### config.mk
export PLATFORM = sky130hd
export DESIGN_NAME = ram_arbiter_flat
export DESIGN_NICKNAME = d
export VERILOG_FILES = /design/src/rtl/ram_arbiter_if.sv /design/src/rtl/ram_arbiter.sv /design/src/flat_wrapper.sv
export SDC_FILE = /design/constraint.sdc
export NUM_CORES = 1
export LEC_CHECK = 0
export CAP_MARGIN = 10
export CELL_PAD_IN_SITES_DETAIL_PLACEMENT = 1
export CELL_PAD_IN_SITES_GLOBAL_PLACEMENT = 2
export CORE_ASPECT_RATIO = 1.4
export CORE_MARGIN = 1.5
export CORE_UTILIZATION = 11
export DETAILED_ROUTE_END_ITERATION = 7
export HOLD_SLACK_MARGIN = 0.12
export PLACE_DENSITY_LB_ADDON = 0.1
export SETUP_SLACK_MARGIN = 0.4
export SYNTH_ARGS = -nofsm -noshare
export SYNTH_HDL_FRONTEND = slang
export SYNTH_SLANG_ARGS = --single-unit
### constraint.sdc
create_clock -name clk -period 2.2 [get_ports clk]
set_input_delay 0.44 -clock clk [delete_from_list [all_inputs] [get_ports clk]]
set_output_delay 0.44 -clock clk [all_outputs]
set_load 0.01 [all_outputs]
### src/rtl/ram_arbiter_if.sv
// Bus bundle between the RAM arbiter and its surroundings: CPU data port,
// external master (loader/debug/DMA) port and the single-port data RAM.
// slave  : arbiter view
// master : environment view (CPU, external master and RAM model)
interface ram_arbiter_if #(
   parameter int ADDR_W = 15,
   parameter int DATA_W = 16
);
   logic              cpu_en;
   logic              cpu_we;
   logic [ADDR_W-1:0] cpu_addr;
   logic [DATA_W-1:0] cpu_wdata;
   logic [DATA_W-1:0] cpu_rdata;
   logic              cpu_stall;

   logic              ext_req;
   logic              ext_we;
   logic              ext_lock;
   logic [ADDR_W-1:0] ext_addr;
   logic [DATA_W-1:0] ext_wdata;
   logic              ext_ack;
   logic [DATA_W-1:0] ext_rdata;

   logic [ADDR_W-1:0] ram_addr;
   logic [DATA_W-1:0] ram_wdata;
   logic              ram_we;
   logic [DATA_W-1:0] ram_rdata;

   modport slave (
      input  cpu_en, cpu_we, cpu_addr, cpu_wdata,
      output cpu_rdata, cpu_stall,
      input  ext_req, ext_we, ext_lock, ext_addr, ext_wdata,
      output ext_ack, ext_rdata,
      output ram_addr, ram_wdata, ram_we,
      input  ram_rdata
   );

   modport master (
      output cpu_en, cpu_we, cpu_addr, cpu_wdata,
      input  cpu_rdata, cpu_stall,
      output ext_req, ext_we, ext_lock, ext_addr, ext_wdata,
      input  ext_ack, ext_rdata,
      input  ram_addr, ram_wdata, ram_we,
      output ram_rdata
   );
endinterface

### src/rtl/ram_arbiter.sv
// ram_arbiter: shares the single-port data RAM between the CPU data port and
// one external master. The CPU has priority; the external master is granted
// on idle CPU cycles, or forcibly after MAX_WAIT starved cycles (CPU stalled
// for that cycle). MAX_WAIT = 0 disables the forced grant.
//
// Optional feature macro: RAM_ARB_BURST_EN
//   defined     : ext_lock keeps the grant for up to BURST_MAX back-to-back accesses
//   not defined : ext_lock ignored, every external grant lasts exactly one cycle
//
// owner   | meaning
// OWN_CPU | RAM muxed to the CPU, external master waits
// OWN_EXT | RAM muxed to the external master, CPU stalled if it requests
module ram_arbiter #(
   parameter int ADDR_W    = 15,
   parameter int DATA_W    = 16,
   parameter int MAX_WAIT  = 4,
   parameter int BURST_MAX = 8
) (
   input logic          clk,
   input logic          reset,
   ram_arbiter_if.slave bus
);
   typedef enum logic {OWN_CPU = 1'b0, OWN_EXT = 1'b1} owner_t;

   localparam int WAIT_W = (MAX_WAIT < 1) ? 1 : $clog2(MAX_WAIT + 1);
   localparam logic [WAIT_W-1:0] WAIT_LAST =
      (MAX_WAIT == 0) ? WAIT_W'(0) : WAIT_W'(MAX_WAIT - 1);

   if (BURST_MAX < 1) begin : g_bad_burst_max
      $error("ram_arbiter: BURST_MAX must be >= 1");
   end

   owner_t            owner;
   logic [WAIT_W-1:0] wait_cnt;
   logic              force_grant;
   logic              ext_sel;
   logic              ext_ack_int;
   logic              ram_we_int;
   logic              cpu_stall_int;
   logic [ADDR_W-1:0] addr_mux;
   logic [DATA_W-1:0] wdata_mux;

`ifdef RAM_ARB_BURST_EN
   localparam int BURST_W = (BURST_MAX > 1) ? $clog2(BURST_MAX) : 1;
   localparam logic [BURST_W-1:0] BURST_LAST = BURST_W'(BURST_MAX - 1);
   logic [BURST_W-1:0] burst_cnt;
`else
   logic unused_lock;
   assign unused_lock = bus.ext_lock;
`endif

   assign force_grant = (MAX_WAIT != 0) && (wait_cnt == WAIT_LAST);

   // Mux RAM to the current owner; strobes are forced inactive while reset is low.
   always_comb begin
      ext_sel       = (owner == OWN_EXT);
      addr_mux      = ext_sel ? bus.ext_addr  : bus.cpu_addr;
      wdata_mux     = ext_sel ? bus.ext_wdata : bus.cpu_wdata;
      ram_we_int    = reset & (ext_sel ? (bus.ext_req & bus.ext_we)
                                       : (bus.cpu_en & bus.cpu_we));
      ext_ack_int   = reset & ext_sel & bus.ext_req;
      cpu_stall_int = reset & ext_sel & bus.cpu_en;
   end

   assign bus.ram_addr  = addr_mux;
   assign bus.ram_wdata = wdata_mux;
   assign bus.ram_we    = ram_we_int;
   assign bus.ext_ack   = ext_ack_int;
   assign bus.cpu_stall = cpu_stall_int;
   assign bus.cpu_rdata = bus.ram_rdata;
   assign bus.ext_rdata = bus.ram_rdata;

   // Ownership FSM with starvation counter (and burst counter when enabled).
   always_ff @(posedge clk or negedge reset) begin
      if (!reset) begin
         owner    <= OWN_CPU;
         wait_cnt <= '0;
`ifdef RAM_ARB_BURST_EN
         burst_cnt <= '0;
`endif
      end else if (owner == OWN_CPU) begin
         if (bus.ext_req && (!bus.cpu_en || force_grant)) begin
            owner    <= OWN_EXT;
            wait_cnt <= '0;
         end else if (bus.ext_req) begin
            // CPU busy and ext starving: count, saturate rather than wrap
            if (wait_cnt != {WAIT_W{1'b1}}) begin
               wait_cnt <= wait_cnt + 1'b1;
            end
         end else begin
            wait_cnt <= '0;
         end
      end else begin
         wait_cnt <= '0;
`ifdef RAM_ARB_BURST_EN
         if (ext_ack_int && bus.ext_lock && (burst_cnt < BURST_LAST)) begin
            burst_cnt <= burst_cnt + 1'b1;
         end else begin
            owner     <= OWN_CPU;
            burst_cnt <= '0;
         end
`else
         owner <= OWN_CPU;
`endif
      end
   end
endmodule

### src/flat_wrapper.sv
// flat-port wrapper written by rule: the top's interface ports become plain ports
module ram_arbiter_flat 
#(
   parameter int ADDR_W    = 15,
   parameter int DATA_W    = 16,
   parameter int MAX_WAIT  = 4,
   parameter int BURST_MAX = 8
)
  (clk, reset, bus_cpu_en, bus_cpu_we, bus_cpu_addr, bus_cpu_wdata, bus_cpu_rdata, bus_cpu_stall, bus_ext_req, bus_ext_we, bus_ext_lock, bus_ext_addr, bus_ext_wdata, bus_ext_ack, bus_ext_rdata, bus_ram_addr, bus_ram_wdata, bus_ram_we, bus_ram_rdata);
  ram_arbiter_if #(.ADDR_W(ADDR_W), .DATA_W(DATA_W)) bus_i ();
  input logic clk;
  input logic reset;
  input wire logic [$bits(bus_i.cpu_en)-1:0] bus_cpu_en;
  input wire logic [$bits(bus_i.cpu_we)-1:0] bus_cpu_we;
  input wire logic [$bits(bus_i.cpu_addr)-1:0] bus_cpu_addr;
  input wire logic [$bits(bus_i.cpu_wdata)-1:0] bus_cpu_wdata;
  output wire logic [$bits(bus_i.cpu_rdata)-1:0] bus_cpu_rdata;
  output wire logic [$bits(bus_i.cpu_stall)-1:0] bus_cpu_stall;
  input wire logic [$bits(bus_i.ext_req)-1:0] bus_ext_req;
  input wire logic [$bits(bus_i.ext_we)-1:0] bus_ext_we;
  input wire logic [$bits(bus_i.ext_lock)-1:0] bus_ext_lock;
  input wire logic [$bits(bus_i.ext_addr)-1:0] bus_ext_addr;
  input wire logic [$bits(bus_i.ext_wdata)-1:0] bus_ext_wdata;
  output wire logic [$bits(bus_i.ext_ack)-1:0] bus_ext_ack;
  output wire logic [$bits(bus_i.ext_rdata)-1:0] bus_ext_rdata;
  output wire logic [$bits(bus_i.ram_addr)-1:0] bus_ram_addr;
  output wire logic [$bits(bus_i.ram_wdata)-1:0] bus_ram_wdata;
  output wire logic [$bits(bus_i.ram_we)-1:0] bus_ram_we;
  input wire logic [$bits(bus_i.ram_rdata)-1:0] bus_ram_rdata;
  assign bus_i.cpu_en = bus_cpu_en;
  assign bus_i.cpu_we = bus_cpu_we;
  assign bus_i.cpu_addr = bus_cpu_addr;
  assign bus_i.cpu_wdata = bus_cpu_wdata;
  assign bus_cpu_rdata = bus_i.cpu_rdata;
  assign bus_cpu_stall = bus_i.cpu_stall;
  assign bus_i.ext_req = bus_ext_req;
  assign bus_i.ext_we = bus_ext_we;
  assign bus_i.ext_lock = bus_ext_lock;
  assign bus_i.ext_addr = bus_ext_addr;
  assign bus_i.ext_wdata = bus_ext_wdata;
  assign bus_ext_ack = bus_i.ext_ack;
  assign bus_ext_rdata = bus_i.ext_rdata;
  assign bus_ram_addr = bus_i.ram_addr;
  assign bus_ram_wdata = bus_i.ram_wdata;
  assign bus_ram_we = bus_i.ram_we;
  assign bus_i.ram_rdata = bus_ram_rdata;
  ram_arbiter #(.ADDR_W(ADDR_W), .DATA_W(DATA_W), .MAX_WAIT(MAX_WAIT), .BURST_MAX(BURST_MAX)) u_core (.clk(clk), .reset(reset), .bus(bus_i));
endmodule
Word-level counts from Yosys, hierarchy flattened. Index checks and enable logic that the tools add are counted. Widths: inputs -> output; s select.

Equality and inequality tests: 3. Mux-type cells: 9. $add $sub $neg: 1. Bitwise operators: 6. Reduce and logical (&&, ||, !) cells: 3.

Operators with widths (number): $mux 16 (1); $mux 15 (1); $mux 3 (4); $and 1x1->1 (6); $ne 4x1->1 const B (1); $add 3x1->3 const B (1); $eq 3x2->1 const B (1); $mux 1 (3); $ne 3x3->1 const B (1); $logic_and 1x1->1 (1); $logic_not 1->1 (1); $logic_or 1x1->1 (1).

Bits in registers: 4. Logic and storage cells: 24.

Longest topological paths before layout.
Depth in word-level cells: 5. Mapped depth: 4. Depth with buffers taken out: 4.

Worst setup path after synthesis. Ideal clock, no wire load.

Kind: reg-to-output. From: reg u_core.owner, in the netlist u_core.ext_sel. To: out bus_ram_addr[10]. Arrival time: 945 ps. Cell stages (with the launch flop): 4. Data required time: 1760 ps. Setup slack: 815 ps. Cells stage by stage: dfrtp_1 -> buf_6 -> buf_12 -> mux2_4.

Longest elaborated chain between the ends: 1.

RTL lines: start: declaration (RTL line ram_arbiter.sv:33) `owner_t owner;`; start signal: assignment (RTL line ram_arbiter.sv:76) `owner <= OWN_CPU;`; start signal: assignment (RTL line ram_arbiter.sv:83) `owner <= OWN_EXT;`; start signal: assignment (RTL line ram_arbiter.sv:103) `owner <= OWN_CPU;`; $mux 15 (RTL line ram_arbiter.sv:57) `addr_mux = ext_sel ? bus.ext_addr : bus.cpu_addr;`; end: declaration (RTL line flat_wrapper.sv:26) `output wire logic [$bits(bus_i.ram_addr)-1:0] bus_ram_addr;`.

Every way passes these cells.

Final worst setup path.
From: reg u_core.owner, in the netlist u_core.ext_sel. To: out bus_ram_wdata[14].

Longest elaborated chain between the ends: 1.

RTL lines: $mux 16 (RTL line ram_arbiter.sv:58) `wdata_mux = ext_sel ? bus.ext_wdata : bus.cpu_wdata;`; end: declaration (RTL line flat_wrapper.sv:27) `output wire logic [$bits(bus_i.ram_wdata)-1:0] bus_ram_wdata;`.

Every way passes these cells.

==> impl_metrics.json <==
{
  "cts_tree": "built",
  "wl_per_cell_um": 15.3,
  "ys_seq_elements": 4,
  "synth.net_count": 177,
  "cts_root_buf": "clkbuf_16",
  "grt_pass1_wl_um": 5780,
  "slew_headroom_pct": 81.1,
  "synth_edf_count": 0,
  "synth_simple_gate_area_share_pct": 8.59,
  "grt_usage_pct": 7.76,
  "syn_inst": 89,
  "grt_max_degree": 12,
  "path_class": "flip-flop to primary output",
  "routabilityCongestion": 0.685,
  "clkTransAtPathRegs_ns": 0.03,
  "cp_cell_sequence": "clkbuf_16 -> buf_6 -> mux2_4 -> buf_6",
  "startpoint_type": "flip-flop",
  "setup-tns-final_ns": 0,
  "finalPower_w": 0.000800,
  "dieArea_mm2": 0.00972,
  "critPathArrivalTime_ns": 1.47,
  "area_delta_synth_final_pct": 121,
  "critPathRequiredTime_ns": 1.76,
  "rsz0062_at_grt": "yes",
  "ys_async_sr_fraction_pct": 100,
  "antennaDiodeCount": 0,
  "synth_top_family_by_area": "multiplexers",
  "p_leak_nw": 0.970,
  "row_count": 41,
  "synth_fa_ha_area_share_pct": 3.74,
  "final-hold-violation-count": 0,
  "via_per_inst": 3.39,
  "synth_commonest_cells": "buf_4 (32), mux2_4 (25), mux2_2 (6), dfrtp_1 (4), ha_1 (3)",
  "ctsHoldBuffers": 0,
  "yosysUniqueCellTypes": 19,
  "finalCritPeriodShare_pct": 86.9,
  "muxShareOfSynthArea_pct": 45.1,
  "yosysSeqAreaShare_pct": 9.96,
  "irDropWorstVdd_uv": 383,
  "yosysWarnings": 0,
  "cpPeakStageDelay_ns": 0.52,
  "period_minus_slack_ns": 1.91,
  "drive_above_1_share_pct": 50.3,
  "coreArea_mm2": 0.00893,
  "worst_setup_path_end_kind": "primary output",
  "vias": 955,
  "postRouteAntennaNets": 0,
  "skew_ns": 0.00298,
  "cp_slowest_cell": "dfrtp_2",
  "portBuffers": 101,
  "synthXorXnorAreaFrac_pct": 0.872,
  "maxSlewViolCount": 0,
  "route.detailed.drc": 0,
  "routed_wl_um": 4310,
  "synth_top_area_share_pct": 37.4,
  "place_hpwl_um": 3460,
  "hold_class": "input pin to asynchronous set/reset pin",
  "fp.dieW_um": 83.8,
  "cp_common_cell": "buf_6",
  "synth_flop_cell": "dfrtp_1",
  "grt_overflow": 0,
  "status": "finished, final reports clean",
  "clock_path_buffers": 2,
  "cts_sinks": 4,
  "insertion_delay_ns": 0.23,
  "nets": 264,
  "syn_area_per_cell_um2": 11.3,
  "p_per_area_mw_per_mm2": 361,
  "initial_core_util_pct": 11.3,
  "die_y_um": 116,
  "setup_viol": 0,
  "first_iter_violations": 17,
  "max_freq_ghz": 0.523,
  "synth_area_leaders": "mux2_4 (37%), buf_4 (24%), dfrtp_1 (10%)",
  "dr.pass1.iters": 3,
  "synth_area_mm2": 0.00100,
  "yosysMostFrequentCell": "buf_4",
  "io_pins": 151,
  "yosys.area.top_type": "mux2_4",
  "cts_buffers": 3,
  "ctsHtreeMaxLevel": 1,
  "synth-compound-area-share_pct": 1.25,
  "drv_cap": 0,
  "antenna_found_initial": 0,
  "cp_max_fo": 5,
  "worst_slew_pin_slew_ns": 0.283,
  "grt_pass1_vias": 1049
}
## layout make-up
type	instances	area (um2)
well taps	107	134
clock buffers	4	78.8
inverters	1	3.75
multi-input cells	48	606
repair buffers	118	1290
flip-flops and latches	4	101
fillers	1012	6710
## logic make-up (layout without fill, tap and decap cells)
family                     count (synthesis)  in the layout
muxes                                     32             32
buffers and inverters                     37            123
xor gates and xnor gates                   1              1
and+or+nand+nor                           11             11
DFF                                        4              4
AOI/OAI and AO/OA                          1              1
adders and majority gates                  3              3
## power breakdown
| group | total (W) | switching (W) | internal [W] |
|---|---|---|---|
| logic | 0.000423 | 0.000120 | 0.000303 |
| clock network | 0.000294 | 0.0000543 | 0.000240 |
| registers | 0.0000831 | 0.00000616 | 0.0000769 |
| total | 0.000800 | 0.000181 | 0.000619 |
## critical path, delay by kind of cell, from the launching register on
| kind | cells | cell delay (ns) |
|---|---|---|
| buffers and inverters | 3 | 0.42 |
| muxes | 1 | 0.29 |
| DFF | 1 | 0.52 |
## flip-flops by register name, indices dropped and copies added, names as in the netlist
| signal | cells |
|---|---|
| u_core.ext_sel | 1 |
| u_core.wait_cnt | 3 |
## what timing repair did
action,CTS,global route
gates resized for setup,110,72
buffers inserted,5,3
cloned,2,2
endpoints found under the setup margin,34,33
## through the flow
step	cell area, um2	worst slack [ns]	hold slack, ns	util, %	instances
after floorplan	1000	0.815	0.144	-	89
after global placement	1900	0.0374	0.510	21.3	266
after detailed placement	1900	0.00350	0.539	21.3	266
after CTS	2090	0.249	0.350	23.4	277
after global routing	2220	0.245	0.367	24.8	282
final	2220	0.287	0.347	24.8	282
## metal layers
metal / track usage (%) / vias to the layer above / wire (um)
met3: 1.07 / 5 / 164
li1: - / 450 / -
met2: 18.0 / 27 / 2900
met4: 1.75 / 0 / 32
met1: 6.64 / 473 / 1210
met5: 0 / - / 0
## placed cells by master (no fill, tap or decap), types with 2 or more instances in the layout
cell type,count
buf_16,2
ha_1,3
mux2_4,27
and3_1,2
clkbuf_2,3
buf_6,34
buf_12,4
dfrtp_1,3
buf_4,4
buf_2,2
nor2_1,2
clkdlybuf4s50_1,66
clkbuf_16,5
mux2_2,4
nor2b_1,2
## path summary, 6_finish.rpt
kind                                           startpoint                        endpoint  slack [ns]  depth (start not counted)
hold / removal                                      reset        u_core.ext_sel$_DFF_PN0_        0.35                          2
setup reg to reg           u_core.wait_cnt[0]$_DFFE_PN0P_  u_core.wait_cnt[2]$_DFFE_PN0P_        0.82                          4
max in group asynchronous                           reset        u_core.ext_sel$_DFF_PN0_        1.74                          2
min in group clk           u_core.wait_cnt[1]$_DFFE_PN0P_  u_core.wait_cnt[1]$_DFFE_PN0P_        0.54                          2
hold reg to reg            u_core.wait_cnt[1]$_DFFE_PN0P_  u_core.wait_cnt[1]$_DFFE_PN0P_        0.54                          2
setup / recovery                 u_core.ext_sel$_DFF_PN0_               bus_ram_wdata[14]        0.29                          4
Power figures use the tool's default switching activity.
